==> config.mk <==
export PLATFORM = sky130hd
export DESIGN_NAME = fafc_sar_gen
export DESIGN_NICKNAME = d
export VERILOG_FILES = /design/src/rtl/fafc_sar_gen.sv
export SDC_FILE = /design/constraint.sdc
export NUM_CORES = 1
export LEC_CHECK = 0
export CORE_ASPECT_RATIO = 1.4
export CORE_MARGIN = 2
export CORE_UTILIZATION = 40
export CTS_CLUSTER_SIZE = 40
export DETAILED_ROUTE_END_ITERATION = 10
export GPL_ROUTABILITY_DRIVEN = 0
export PLACE_DENSITY = 0.6
export SLEW_MARGIN = 20
export SYNTH_ARGS = -nofsm -noshare
export SYNTH_HDL_FRONTEND = slang
export SYNTH_SLANG_ARGS = --single-unit
==> constraint.sdc <==
create_clock -name i_ref -period 14.6 [get_ports i_ref]
set_clock_uncertainty 0.05 [all_clocks]
set_input_delay 4.38 -clock i_ref [delete_from_list [all_inputs] [get_ports i_ref]]
set_output_delay 4.38 -clock i_ref [all_outputs]
set_load 0.02 [all_outputs]
==> src/rtl/fafc_sar_gen.sv <==
`timescale 1ns/1ps
// Purpose : fast AFC engine, binary-searches the DCO tuning word by counting divider edges per window.
// Latency : DONE OTW_L*(N+2)+1 REF cycles after the accepted START; result held on OTW_P afterwards.
// Backpres: no flow control; START is ignored while a calibration is running or on the DONE cycle.
//
// Ports:
//   i_ref      reference clock, all logic on its rising edge
//   i_arst     asynchronous active-high reset, aborts any calibration
//   i_start    single-cycle start pulse
//   i_fcw      target frequency ratio, unsigned WI.WF fixed point
//   i_mgn      margin added to the target as (MGN<<8)
//   i_divsel   divider prescale, measured count is shifted left by this bit
//   i_win      window length N in REF cycles (0 behaves as 1)
//   i_cnt      free-running wrapping DCO-divider counter
//   o_otw_p    tuning word to the DCO bank, o_otw_n its complement
//   o_busy     calibration in progress
//   o_done     one-cycle completion pulse
//   o_lock     result valid, held until the next accepted start
//   o_mmd_nrst divider reset, low only during the DONE cycle
module fafc_sar_gen #(
  parameter int OTW_L = 9,
  parameter int CNT_W = 7,
  parameter int WIN_W = 5,
  parameter int WI    = 9,
  parameter int WF    = 16
) (
  input  logic               i_ref,
  input  logic               i_arst,
  input  logic               i_start,
  input  logic [WI+WF-1:0]   i_fcw,
  input  logic [7:0]         i_mgn,
  input  logic               i_divsel,
  input  logic [WIN_W-1:0]   i_win,
  input  logic [CNT_W-1:0]   i_cnt,
  output logic [OTW_L-1:0]   o_otw_p,
  output logic [OTW_L-1:0]   o_otw_n,
  output logic               o_busy,
  output logic               o_done,
  output logic               o_lock,
  output logic               o_mmd_nrst
);

  // Accumulator width, measured-side width after both shifts, target width,
  // target*N width, and a signed error width that holds either side plus sign.
  localparam int SW  = CNT_W + WIN_W + 1;
  localparam int MW  = SW + 1 + WF;
  localparam int FW  = WI + WF;
  localparam int TW  = ((FW > 16) ? FW : 16) + 1;
  localparam int PW  = TW + WIN_W;
  localparam int EW  = ((MW > PW) ? MW : PW) + 1;
  localparam int STW = (OTW_L > 1) ? $clog2(OTW_L) : 1;

  localparam logic [OTW_L-1:0] MID       = OTW_L'(1) << (OTW_L - 1);
  localparam logic [STW-1:0]   LAST_STEP = STW'(OTW_L - 1);

  typedef enum logic [2:0] {
    S_IDLE,
    S_SETTLE,
    S_MEAS,
    S_DECIDE,
    S_FINAL
  } state_t;

  state_t             r_state;
  state_t             w_state_nxt;

  logic [OTW_L-1:0]   r_code;
  logic [OTW_L-1:0]   r_best_code;
  logic [EW-1:0]      r_best_err;
  logic [STW-1:0]     r_step;
  logic [WIN_W-1:0]   r_mcnt;
  logic [WIN_W-1:0]   r_n;
  logic [FW-1:0]      r_fcw;
  logic [7:0]         r_mgn;
  logic               r_divsel;
  logic [CNT_W-1:0]   r_cnt_prev;
  logic [SW-1:0]      r_s;
  logic               r_lock;

  logic [CNT_W-1:0]   w_delta;
  logic [EW-1:0]      w_meas_base;
  logic [EW-1:0]      w_meas;
  logic [EW-1:0]      w_tgt;
  logic [EW-1:0]      w_prod;
  logic [EW-1:0]      w_diff;
  logic [EW-1:0]      w_abs;
  logic               w_neg;
  logic               w_take;
  logic               w_last;
  logic               w_meas_done;
  logic [OTW_L-1:0]   w_amt;
  logic [OTW_L-1:0]   w_best_code_nxt;

  // Modulo subtraction absorbs counter wrap as long as it moves < 2^CNT_W per cycle.
  assign w_delta     = i_cnt - r_cnt_prev;

  assign w_meas_base = EW'(r_s) << WF;
  assign w_meas      = r_divsel ? (w_meas_base << 1) : w_meas_base;
  assign w_tgt       = EW'(r_fcw) + (EW'(r_mgn) << 8);
  assign w_prod      = w_tgt * EW'(r_n);
  assign w_diff      = w_meas - w_prod;
  assign w_neg       = w_diff[EW-1];
  assign w_abs       = w_neg ? (~w_diff + EW'(1)) : w_diff;

  // '<=' so that on equal error the later (current) code wins.
  assign w_take          = (w_abs <= r_best_err);
  assign w_best_code_nxt = w_take ? r_code : r_best_code;
  assign w_last          = (r_step == LAST_STEP);
  assign w_meas_done     = (r_mcnt == (r_n - WIN_W'(1)));
  // Step k moves the code by 1<<(OTW_L-2-k), i.e. MID>>(k+1).
  assign w_amt           = MID >> (r_step + STW'(1));

  always_ff @(posedge i_ref or posedge i_arst) begin
    if (i_arst) begin
      r_state <= S_IDLE;
    end else begin
      r_state <= w_state_nxt;
    end
  end

  always_comb begin
    w_state_nxt = r_state;
    o_busy      = 1'b0;
    o_done      = 1'b0;
    o_mmd_nrst  = 1'b1;
    case (r_state)
      S_IDLE: begin
        if (i_start) w_state_nxt = S_SETTLE;
      end
      S_SETTLE: begin
        o_busy      = 1'b1;
        w_state_nxt = S_MEAS;
      end
      S_MEAS: begin
        o_busy = 1'b1;
        if (w_meas_done) w_state_nxt = S_DECIDE;
      end
      S_DECIDE: begin
        o_busy      = 1'b1;
        w_state_nxt = w_last ? S_FINAL : S_SETTLE;
      end
      S_FINAL: begin
        o_done      = 1'b1;
        o_mmd_nrst  = 1'b0;
        w_state_nxt = S_IDLE;
      end
      default: w_state_nxt = S_IDLE;
    endcase
  end

  always_ff @(posedge i_ref or posedge i_arst) begin
    if (i_arst) begin
      r_code      <= MID;
      r_best_code <= MID;
      r_best_err  <= '1;
      r_step      <= '0;
      r_mcnt      <= '0;
      r_n         <= WIN_W'(1);
      r_fcw       <= '0;
      r_mgn       <= '0;
      r_divsel    <= 1'b0;
      r_cnt_prev  <= '0;
      r_s         <= '0;
      r_lock      <= 1'b0;
    end else begin
      case (r_state)
        S_IDLE: begin
          if (i_start) begin
            r_fcw      <= i_fcw;
            r_mgn      <= i_mgn;
            r_divsel   <= i_divsel;
            r_n        <= (i_win == '0) ? WIN_W'(1) : i_win;
            r_code     <= MID;
            r_step     <= '0;
            r_best_err <= '1;
            r_lock     <= 1'b0;
          end
        end
        S_SETTLE: begin
          r_cnt_prev <= i_cnt;
          r_s        <= '0;
          r_mcnt     <= '0;
        end
        S_MEAS: begin
          r_s        <= r_s + SW'(w_delta);
          r_cnt_prev <= i_cnt;
          r_mcnt     <= r_mcnt + WIN_W'(1);
        end
        S_DECIDE: begin
          if (w_take) begin
            r_best_err  <= w_abs;
            r_best_code <= r_code;
          end
          if (w_last) begin
            // Best code goes out on the edge into FINAL so it is valid with DONE.
            r_code <= w_best_code_nxt;
            r_lock <= 1'b1;
          end else begin
            r_code <= w_neg ? (r_code + w_amt) : (r_code - w_amt);
            r_step <= r_step + STW'(1);
          end
        end
        default: ;
      endcase
    end
  end

  assign o_otw_p = r_code;
  assign o_otw_n = ~r_code;
  assign o_lock  = r_lock;

endmodule

==> impl_metrics.tcl <==
set metrics [dict create \
    seq_area_frac_synth 0.2413 \
    ys_async_sr_fraction 1.000 \
    fp-row-count 77 \
    synth_nets 1751 \
    cts_hold_buf 0 \
    diodes 0 \
    antenna_found_initial 0 \
    synth_top_cell_by_area "dfrtp_1" \
    dr.pass1.iters 4 \
    drt-wirelength-per-cell_um 14.26 \
    port_buffers 70 \
    cts.sinks 122 \
    arrival_ns 10.34 \
    synth_warnings 0 \
    relSlewSlack 0.2805 \
    vias 10150 \
    rr_startpoint "r_fcw[8]$_DFFE_PP0P_" \
    status "completed" \
    io_pins 71 \
    synthCells 1490 \
    die_w_um 155.4 \
    overflow 0 \
    utilization 0.4570 \
    finalHoldViolations 0 \
    postRouteAntennaNets 0 \
    tightest_slew_ns 1.079 \
    clkTransAtPathRegs_ns 0.06 \
    syn-mean-instance-area_um2 8.612 \
    finalCritPeriodShare 0.6872 \
    max_freq_mhz 99.67 \
    wl_mm 27.56 \
    cts_tree "built" \
    grt_pass1_vias 10550 \
    fp.dieH_um 215.9 \
    post_cts_buffers 0 \
    cp-end-kind "flop" \
    setup_viol 0 \
    grt_max_degree 83 \
    critPathKind "reg2reg" \
    cts.path.max_buffers 2 \
    synth.area.top_cells "dfrtp_1 17%, fa_1 14%, ha_1 12%, dfstp_2 7.2%, nand2_1 6.2%" \
    tns_ns 0 \
    initial_utilization 0.4061 \
    required_ns 14.90 \
    ctsResizeCount 0 \
    fin_nets 1785 \
    synthesis.area_mm2 0.01283 \
    min_from "r_best_code[2]$_DFFE_PP0P_" \
    hp-class "reg2reg" \
    crit_fanout 82 \
    grt.total_usage 0.1738 \
    drt_iter0_markers 334 \
    cts-buffers-inserted 17 \
    maxCapViolations 0 \
    syn2layout_area_growth_pct 12.55 \
    dpl-instance-area_mm2 0.01385 \
    grt_pass1_wl_mm 48.01 \
    slowest_stage "buf_4" \
    fin_crit_ns 10.03 \
    cts_htree_levels 4 \
    vias_per_cell 5.252 \
    dp_hpwl_mm 21.79 \
    drc 0 \
    synth_top_area_share 0.1697 \
    synth.distinct_cells 77 \
    crit_path_max_incr_delay_ns 0.59 \
    ys_seq_elements 122 \
    core_area_mm2 0.03160 \
    cts_root_buffer "clkbuf_16" \
    crit_path_start "r_fcw[8]$_DFFE_PP0P_" \
    synth_edf_count 0 \
    clk_latency_ns 0.46 \
    drive_above_1_share 0.09239 \
    synthFlopType "dfrtp_1" \
    drv_slew 0 \
    design_area_mm2 0.01444 \
    startpoint_type "flop" \
    rsz0062_at_grt "no" \
    dieArea_mm2 0.03355 \
]
[Yosys cell counts (22+ instances only)]
cell type  instances
ha_1             122
inv_1            182
dfstp_2           35
xnor2_1           60
a21oi_1           82
mux2_2            46
nand2_1          213
xor2_1            39
fa_1              90
clkbuf_1          51
and2_1            22
o21ai_0           91
nor2_1           107
dfrtp_1           87
nand4_1           22
[flip-flops by register name, summed over array words and instances, names as in the netlist]
signal       count
r_n              5
r_best_code      9
o_otw_p          9
r_best_err      32
o_lock           1
r_mcnt           5
r_state          3
r_mgn            8
r_fcw           25
r_s             13
r_divsel         1
r_cnt_prev       7
r_step           4
[layout make-up]
type / count / area [um^2]
Fill cell: 3135 / 17160
Multi-Input combinational cell: 1123 / 8808
Sequential cell: 122 / 3097
Timing Repair Buffer: 78 / 760.7
Inverter: 182 / 685.7
Tap cell: 395 / 494.2
Clock buffer: 19 / 452.9
Clock inverter: 13 / 143.9
[stage by stage]
stage	hold WS, ns	worst slack (ns)	cells
5_1_grt	0.4653	3.517	1932
3_3_place_gp	0.4165	4.729	1900
3_5_place_dp	0.4265	4.533	1900
2_1_floorplan	0.4002	5.732	1490
6_report	0.4361	4.567	1932
4_1_cts	0.4401	4.509	1932
[logic make-up after synthesis]
group	share of synthesized area
multiplexers	0.04271
AND/OR/NAND/NOR	0.1602
flip-flops	0.2413
adder cells (fa/ha/maj)	0.2594
buffers and inverters	0.07361
XOR/XNOR	0.06884
AO/OA/AOI/OAI	0.1540
[routing by layer]
metal | global-route usage | part of all wire | vias up
met4 | 0.07492 | 0.028 | 0
met5 | 0 | 0 | -
met3 | 0.02590 | 0.025 | 49
li1 | - | - | 5063
met2 | 0.3142 | 0.52 | 138
met1 | 0.2025 | 0.43 | 4897
[critical path, delay by kind of cell, from the launching register on]
family | cells | cell delay (ns)
AOI/OAI and AO/OA | 16 | 3.12
adders and majority gates | 7 | 2.92
and+or+nand+nor | 10 | 2.33
buffers and inverters | 3 | 0.68
xor gates and xnor gates | 2 | 0.44
DFF | 1 | 0.38
[final timing paths]
check                                              to  slack (ns)  depth (start not counted)
setup / recovery           r_best_err[31]$_DFFE_PP1P_        4.57                         38
hold / removal             r_best_code[2]$_DFFE_PP0P_        0.44                          2
setup reg to reg           r_best_err[31]$_DFFE_PP1P_        4.57                         38
hold reg to reg            r_best_code[2]$_DFFE_PP0P_        0.44                          2
max in group asynchronous        r_mgn[1]$_DFFE_PP0P_        8.81                          3
min in group asynchronous          o_lock$_DFFE_PP0P_        4.38                          2
[placed cells by master (no fill, tap or decap), types with 9 or more instances in the layout]
cell             instances
a21o_1                  19
clkdlybuf4s50_1         70
dfrtp_1                 87
and2_1                  22
nand2_1                212
xor2_1                  38
xnor2_1                 60
nor3_1                  21
fa_1                    90
o31ai_1                  9
o21a_1                  21
ha_1                   122
mux2_2                  46
a21oi_1                 82
o21ai_0                 91
dfstp_2                 35
nor2_1                 106
clkbuf_16               17
o21bai_1                13
inv_1                  181
nand4_1                 22
nand3_1                 13
Power is left out: the tool's default activity adds up to more than one toggle a clock period on the data nets, which glitch-free logic cannot reach.
